### src/rtl/sdram_frame_arbiter_pkg.sv
// Shared types and defaults for the SDRAM frame-buffer arbiter.
// The arbiter FSM, grant sides and frame geometry live here.
package sdram_arb_pkg;

  typedef enum logic [1:0] {
    IDLE      = 2'd0,
    ISSUE     = 2'd1,
    WAIT_DONE = 2'd2
  } arb_state_e;

  typedef enum logic {
    WR = 1'b0,
    RD = 1'b1
  } grant_side_e;

  localparam int DEF_BURST_LEN   = 256;
  localparam int DEF_FRAME_WORDS = 307200;

endpackage

### src/rtl/sdram_addr_gen.sv
// Frame-buffer burst address generator for one side (camera write or VGA read).
// A frame-start pulse is remembered and only applied while the arbiter is idle.
module sdram_addr_gen #(
  parameter int ADDR_W      = 24,
  parameter int BURST_LEN   = 256,
  parameter int FRAME_WORDS = 307200,
  parameter int FRAME_BASE  = 0
) (
  input  logic              clk,
  input  logic              rst,
  input  logic              idle_i,
  input  logic              start_i,
  input  logic              adv_i,
  output logic [ADDR_W-1:0] addr_o
);

  localparam logic [ADDR_W-1:0] BASE  = ADDR_W'(FRAME_BASE);
  localparam logic [ADDR_W-1:0] STEP  = ADDR_W'(BURST_LEN);
  localparam logic [ADDR_W-1:0] LIMIT = ADDR_W'(FRAME_BASE + FRAME_WORDS);

  logic [ADDR_W-1:0] addr_q, addr_d, addr_inc;
  logic              pend_q, pend_d;

  // Reload while idle, otherwise advance on burst completion and latch frame starts.
  always_comb begin
    addr_inc = addr_q + STEP;
    addr_d   = addr_q;
    pend_d   = pend_q;
    addr_o   = addr_q;
    if (idle_i) begin
      pend_d = 1'b0;
      if (pend_q || start_i) begin
        addr_d = BASE;
        addr_o = BASE;
      end else begin
        addr_d = addr_q;
        addr_o = addr_q;
      end
    end else begin
      // A pulse landing with the final increment still reloads at the next idle.
      if (start_i) begin
        pend_d = 1'b1;
      end else begin
        pend_d = pend_q;
      end
      if (adv_i) begin
        addr_d = (addr_inc == LIMIT) ? BASE : addr_inc;
      end else begin
        addr_d = addr_q;
      end
    end
  end

  // Address and pending-reload state.
  always_ff @(posedge clk or posedge rst) begin
    if (rst) begin
      addr_q <= BASE;
      pend_q <= 1'b0;
    end else begin
      addr_q <= addr_d;
      pend_q <= pend_d;
    end
  end

endmodule

### src/rtl/sdram_frame_arbiter.sv
// Arbitrates the single SDRAM burst controller between the camera write FIFO
// and the VGA read FIFO, one burst command at a time.
module sdram_frame_arbiter
  import sdram_arb_pkg::*;
#(
  parameter int ADDR_W      = 24,
  parameter int LVL_W       = 11,
  parameter int BURST_LEN   = DEF_BURST_LEN,
  parameter int FRAME_WORDS = DEF_FRAME_WORDS,
  parameter int FRAME_BASE  = 0,
  parameter int RD_LOW_TH   = 256,
  parameter int WR_HIGH_TH  = 512
) (
  input  logic              clk,
  input  logic              rst,
  input  logic              init_done,
  input  logic [LVL_W-1:0]  wr_level,
  input  logic [LVL_W-1:0]  rd_level,
  input  logic              wr_frame_start,
  input  logic              rd_frame_start,
  output logic              cmd_valid,
  input  logic              cmd_ready,
  output logic              cmd_write,
  output logic [ADDR_W-1:0] cmd_addr,
  input  logic              burst_done,
  output logic              wr_grant,
  output logic              rd_grant
);

  localparam logic [LVL_W-1:0]  BURST_LVL   = LVL_W'(BURST_LEN);
  // Read side requests when the half-depth FIFO has room for a whole burst.
  localparam logic [LVL_W-1:0]  RD_MAX_LVL  = LVL_W'((2 ** (LVL_W - 1)) - BURST_LEN);
  localparam logic [LVL_W-1:0]  RD_LOW_LVL  = LVL_W'(RD_LOW_TH);
  localparam logic [LVL_W-1:0]  WR_HIGH_LVL = LVL_W'(WR_HIGH_TH);
  localparam logic [ADDR_W-1:0] BASE        = ADDR_W'(FRAME_BASE);

  arb_state_e        state_q, state_d;
  grant_side_e       last_grant_q, last_grant_d, pick_s;
  logic              cmd_valid_q, cmd_valid_d;
  logic              cmd_write_q, cmd_write_d;
  logic [ADDR_W-1:0] cmd_addr_q, cmd_addr_d;
  logic              wr_grant_q, wr_grant_d;
  logic              rd_grant_q, rd_grant_d;
  logic              wr_req_s, rd_req_s, wr_urg_s, rd_urg_s;
  logic              idle_s, wr_adv_s, rd_adv_s;
  logic [ADDR_W-1:0] wr_addr_s, rd_addr_s;

  assign idle_s   = (state_q == IDLE);
  assign wr_adv_s = (state_q == WAIT_DONE) && burst_done && wr_grant_q;
  assign rd_adv_s = (state_q == WAIT_DONE) && burst_done && rd_grant_q;

  sdram_addr_gen #(
    .ADDR_W(ADDR_W), .BURST_LEN(BURST_LEN),
    .FRAME_WORDS(FRAME_WORDS), .FRAME_BASE(FRAME_BASE)
  ) u_wr_addr (
    .clk(clk), .rst(rst), .idle_i(idle_s), .start_i(wr_frame_start),
    .adv_i(wr_adv_s), .addr_o(wr_addr_s)
  );

  sdram_addr_gen #(
    .ADDR_W(ADDR_W), .BURST_LEN(BURST_LEN),
    .FRAME_WORDS(FRAME_WORDS), .FRAME_BASE(FRAME_BASE)
  ) u_rd_addr (
    .clk(clk), .rst(rst), .idle_i(idle_s), .start_i(rd_frame_start),
    .adv_i(rd_adv_s), .addr_o(rd_addr_s)
  );

  // Request qualification and priority: read urgent, write urgent, then round-robin.
  always_comb begin
    wr_req_s = (wr_level >= BURST_LVL);
    rd_req_s = (rd_level <= RD_MAX_LVL);
    rd_urg_s = rd_req_s && (rd_level < RD_LOW_LVL);
    wr_urg_s = wr_req_s && (wr_level >= WR_HIGH_LVL);
    pick_s   = WR;
    if (rd_urg_s) begin
      pick_s = RD;
    end else if (wr_urg_s) begin
      pick_s = WR;
    end else if (wr_req_s && rd_req_s) begin
      pick_s = (last_grant_q == WR) ? RD : WR;
    end else if (rd_req_s) begin
      pick_s = RD;
    end else begin
      pick_s = WR;
    end
  end

  // Arbiter FSM next state and registered command outputs.
  always_comb begin
    state_d      = state_q;
    last_grant_d = last_grant_q;
    cmd_valid_d  = cmd_valid_q;
    cmd_write_d  = cmd_write_q;
    cmd_addr_d   = cmd_addr_q;
    wr_grant_d   = wr_grant_q;
    rd_grant_d   = rd_grant_q;
    case (state_q)
      IDLE: begin
        if (init_done && (wr_req_s || rd_req_s)) begin
          state_d      = ISSUE;
          last_grant_d = pick_s;
          cmd_valid_d  = 1'b1;
          cmd_write_d  = (pick_s == WR);
          cmd_addr_d   = (pick_s == WR) ? wr_addr_s : rd_addr_s;
          wr_grant_d   = (pick_s == WR);
          rd_grant_d   = (pick_s == RD);
        end else begin
          state_d = IDLE;
        end
      end
      ISSUE: begin
        if (cmd_ready) begin
          state_d     = WAIT_DONE;
          cmd_valid_d = 1'b0;
        end else begin
          state_d = ISSUE;
        end
      end
      WAIT_DONE: begin
        if (burst_done) begin
          state_d    = IDLE;
          wr_grant_d = 1'b0;
          rd_grant_d = 1'b0;
        end else begin
          state_d = WAIT_DONE;
        end
      end
      default: begin
        state_d     = IDLE;
        cmd_valid_d = 1'b0;
        wr_grant_d  = 1'b0;
        rd_grant_d  = 1'b0;
      end
    endcase
  end

  // FSM state and output registers.
  always_ff @(posedge clk or posedge rst) begin
    if (rst) begin
      state_q      <= IDLE;
      last_grant_q <= WR;
      cmd_valid_q  <= 1'b0;
      cmd_write_q  <= 1'b0;
      cmd_addr_q   <= BASE;
      wr_grant_q   <= 1'b0;
      rd_grant_q   <= 1'b0;
    end else begin
      state_q      <= state_d;
      last_grant_q <= last_grant_d;
      cmd_valid_q  <= cmd_valid_d;
      cmd_write_q  <= cmd_write_d;
      cmd_addr_q   <= cmd_addr_d;
      wr_grant_q   <= wr_grant_d;
      rd_grant_q   <= rd_grant_d;
    end
  end

  assign cmd_valid = cmd_valid_q;
  assign cmd_write = cmd_write_q;
  assign cmd_addr  = cmd_addr_q;
  assign wr_grant  = wr_grant_q;
  assign rd_grant  = rd_grant_q;

endmodule

### config.mk
export PLATFORM = sky130hd
export DESIGN_NAME = sdram_frame_arbiter
export DESIGN_NICKNAME = d
export VERILOG_FILES = /design/src/rtl/sdram_frame_arbiter_pkg.sv /design/src/rtl/sdram_addr_gen.sv /design/src/rtl/sdram_frame_arbiter.sv
export SDC_FILE = /design/constraint.sdc
export NUM_CORES = 1
export LEC_CHECK = 0
export ABC_AREA = 1
export CELL_PAD_IN_SITES_DETAIL_PLACEMENT = 0
export CELL_PAD_IN_SITES_GLOBAL_PLACEMENT = 1
export CORE_MARGIN = 2
export CORE_UTILIZATION = 41
export CTS_CLUSTER_DIAMETER = 200
export DETAILED_ROUTE_END_ITERATION = 10
export PLACE_DENSITY = 0.92
export SLEW_MARGIN = 25
export SYNTH_ARGS = -nofsm -noshare
export SYNTH_HDL_FRONTEND = slang
export SYNTH_SLANG_ARGS = --single-unit
### constraint.sdc
create_clock -name clk -period 3.1 [get_ports clk]
set_input_delay 0.465 -clock clk [delete_from_list [all_inputs] [get_ports clk]]
set_output_delay 0.465 -clock clk [all_outputs]
set_load 0.01 [all_outputs]
==> qor.yml <==
outcome: "finished, final reports clean"
final_util_pct: 49.8
yosysSeqAreaShare_pct: 45.6
drive_gt1_share_pct: 10.8
use_met3_pct: 3.62
total_power_mw: 3.29
cts_resized: 0
antenna_found_initial: 0
rrSetupSlack_ns: 0.93
synth_cell_types: 33
fin_cells: 769
drv_cap: 0
dp_hpwl_mm: 8.17
ys_top_cells_by_area: "dfrtp_1 (46%), nand2_1 (13%), nand3_1 (11%), inv_1 (4.1%), nor2_1 (3.5%)"
cts_setup_buffers: 0
start_util_pct: 41.5
synth-edff-count: 0
powerDensity_nw_per_um2: 618
post-place-ws_ns: 0.616
grt_pass1_wl_mm: 19.2
track_usage_pct: 21.0
place_congestion: 0.864
finalHoldViolCount: 0
use_met1_pct: 27.9
grt-ovfl-total: 0
drc: 0
first_pass_iters: 5
period_share_pct: 70.0
final-setup-viol-count: 0
core_area_um2: 10700
tightest_slew_ns: 0.484
synth_area_um2: 4440
cts_max_level: 3
setup_ws_ns: 0.930
synth.top_cell.area_share_pct: 45.6
ioPinCount: 57
num_vias: 4019
clk_pin_slew_ns: 0.09
syn_nets: 605
critPathCaptureType: "flip-flop"
finClkSkew_ns: 0.0123
area_growth_pct: 19.8
grt_max_degree: 82
yosysMostFrequentCell: "nand2_1"
cts-hold-fix-buffers: 0
fin_crit_ns: 2.17
hp-class: "in2async"
worst_r2r_startpoint: "state_q[0]$_DFF_PP0_"
tns_ns: 0
max_freq_mhz: 461
nets: 657
use_met2_pct: 34.5
numPortBuffers: 48
die-area_um2: 11700
ys_warn_count: 0
async_reset_ff_share_pct: 100
reg2reg_depth: 8
cts_made_buffers: 9
power.leakage_nw: 2.46
grt_pass1_vias: 3994
reg2reg_to: "u_rd_addr.addr_q[11]$_DFFE_PP0P_"
synthTopCellsByCount: "nand2_1 (152), nand3_1 (102), dfrtp_1 (81)"
critPathArrivalTime_ns: 2.41
cts.sinks: 81
synth_area_leader_cell: "dfrtp_1"
drt-vias-per-instance: 5.23
syn_avg_cell_area_um2: 7.77
post_drt_wl_per_cell_um: 14.5
cts_tree: "done"
rows: 38
required_ns: 3.34
cts_buffer_depth: 2
clk_latency_ns: 0.36
worstSetupPathType: "reg2reg"
die_h_um: 108
wirelength_mm: 11.2
crit_fanout: 17
drt_iter0_markers: 289
synth_cells: 572
start_kind: "flip-flop"
synth-seq-cells: 81
slew_headroom_pct: 67.7
final_max_slew_viol_count: 0
synthFlopType: "dfrtp_1"
diodes: 0
rsz0062_at_grt: "no"
die_x_um: 108
post-place-cells: 753
cts_root_buf: "clkbuf_8"
grt-busiest-layer: "met2"
ant_nets: 0
irDropWorstVdd_uv: 330
power by group:
part | internal, mW | switching (mW)
combinational | 0.377 | 0.828
sequential | 1.17 | 0.119
clock | 0.395 | 0.406
total | 1.94 | 1.35
worst max-delay path, stage by stage, from the launching register on:
cell	delay (ns)
dfrtp_1	0.45
nor2_1	0.20
nand3_1	0.18
nand2_2	0.29
inv_1	0.18
a21oi_4	0.43
inv_2	0.15
nand2_1	0.10
o31ai_1	0.07
flip-flops by register name, summed over array words and instances (netlist names):
name / count
u_rd_addr.pend_q: 1
state_q: 2
u_wr_addr.pend_q: 1
cmd_addr: 24
u_wr_addr.addr_q: 24
rd_grant: 1
cmd_write: 1
wr_grant: 1
cmd_valid: 1
last_grant_q: 1
u_rd_addr.addr_q: 24
layer usage:
metal / up-vias / wire, µm
met4: 0 / 104
met5: - / 0
li1: 2002 / -
met1: 1935 / 5220
met2: 71 / 5440
met3: 11 / 407
cell families (layout without fill, tap and decap cells):
kind of cell             Yosys count  after routing  share of synthesized area (%)
XOR/XNOR                           5              5                          0.985
flip-flops                        81             81                           45.6
adder cells (fa/ha/maj)            4              4                           1.13
AO/OA/AOI/OAI                     57             57                           8.47
buffers and inverters             73            130                           6.36
AND/OR/NAND/NOR                  352            352                           37.4
area by class of cell:
cell class / instances / area (µm²)
clock buffer: 10 / 138
multi-input combinational: 418 / 2130
sequential: 81 / 2030
inverter: 55 / 208
tap: 140 / 175
timing repair buffer: 59 / 576
fill: 988 / 5370
clock inverter: 6 / 67.6
how the worst max path moves through the flow:
stage	end	depth (start not counted)	slack (ns)	from
2_1_floorplan	cmd_addr[0]$_DFFE_PP0P_	1	0.55	rst
3_3_place_gp	u_rd_addr.addr_q[11]$_DFFE_PP0P_	8	0.64	burst_done
3_5_place_dp	u_rd_addr.addr_q[11]$_DFFE_PP0P_	8	0.62	burst_done
4_1_cts	u_rd_addr.addr_q[11]$_DFFE_PP0P_	8	0.93	state_q[0]$_DFF_PP0_
5_1_grt	u_wr_addr.addr_q[8]$_DFFE_PP0P_	12	0.73	u_wr_addr.addr_q[8]$_DFFE_PP0P_
6_report	u_rd_addr.addr_q[11]$_DFFE_PP0P_	8	0.93	state_q[0]$_DFF_PP0_
cells in the final DEF (no fill, tap or decap):
| master | Yosys | routed |
|---|---|---|
| nand2_1 | 152 | 152 |
| nand3_1 | 102 | 102 |
| dfrtp_1 | 81 | 81 |
| clkdlybuf4s50_1 | 0 | 48 |
| inv_1 | 48 | 47 |
| nor2_1 | 42 | 42 |
| o21ai_0 | 18 | 18 |
| nand4_1 | 18 | 18 |
| a21boi_1 | 12 | 12 |
| clkbuf_8 | 0 | 10 |
| buf_4 | 0 | 10 |
| nand2_2 | 9 | 9 |
| o32ai_1 | 8 | 8 |
| a21oi_1 | 8 | 8 |
| inv_2 | 7 | 7 |
| nor2_2 | 7 | 7 |
| nor2_4 | 7 | 7 |
| o21ai_1 | 4 | 4 |
| xor2_1 | 4 | 4 |
| ha_1 | 4 | 4 |
| nand2_4 | 3 | 3 |
| nand3_2 | 3 | 3 |
| nand3b_1 | 3 | 3 |
| nor3_1 | 2 | 2 |
| a21oi_4 | 2 | 2 |
| o22ai_1 | 2 | 2 |
| clkinv_2 | 0 | 2 |
| clkinvlp_4 | 0 | 2 |
| clkinv_4 | 0 | 2 |
| nor3b_1 | 1 | 1 |
| xnor2_1 | 1 | 1 |
| nand3_4 | 1 | 1 |
| or2_2 | 1 | 1 |
| or3_1 | 1 | 1 |
| o211ai_1 | 1 | 1 |
| o31ai_1 | 1 | 1 |
| a31oi_1 | 1 | 1 |
| bufinv_16 | 0 | 1 |
| buf_12 | 0 | 1 |
metrics by stage:
step / instance area (µm²) / hold slack, ns
floorplan: 4440 / 0.449
global placement: 5120 / 0.465
detailed placement: 5120 / 0.485
CTS: 5330 / 0.509
global route: 5330 / 0.535
finish: 5330 / 0.499
Note: power is estimated with default switching activity, not from simulation.
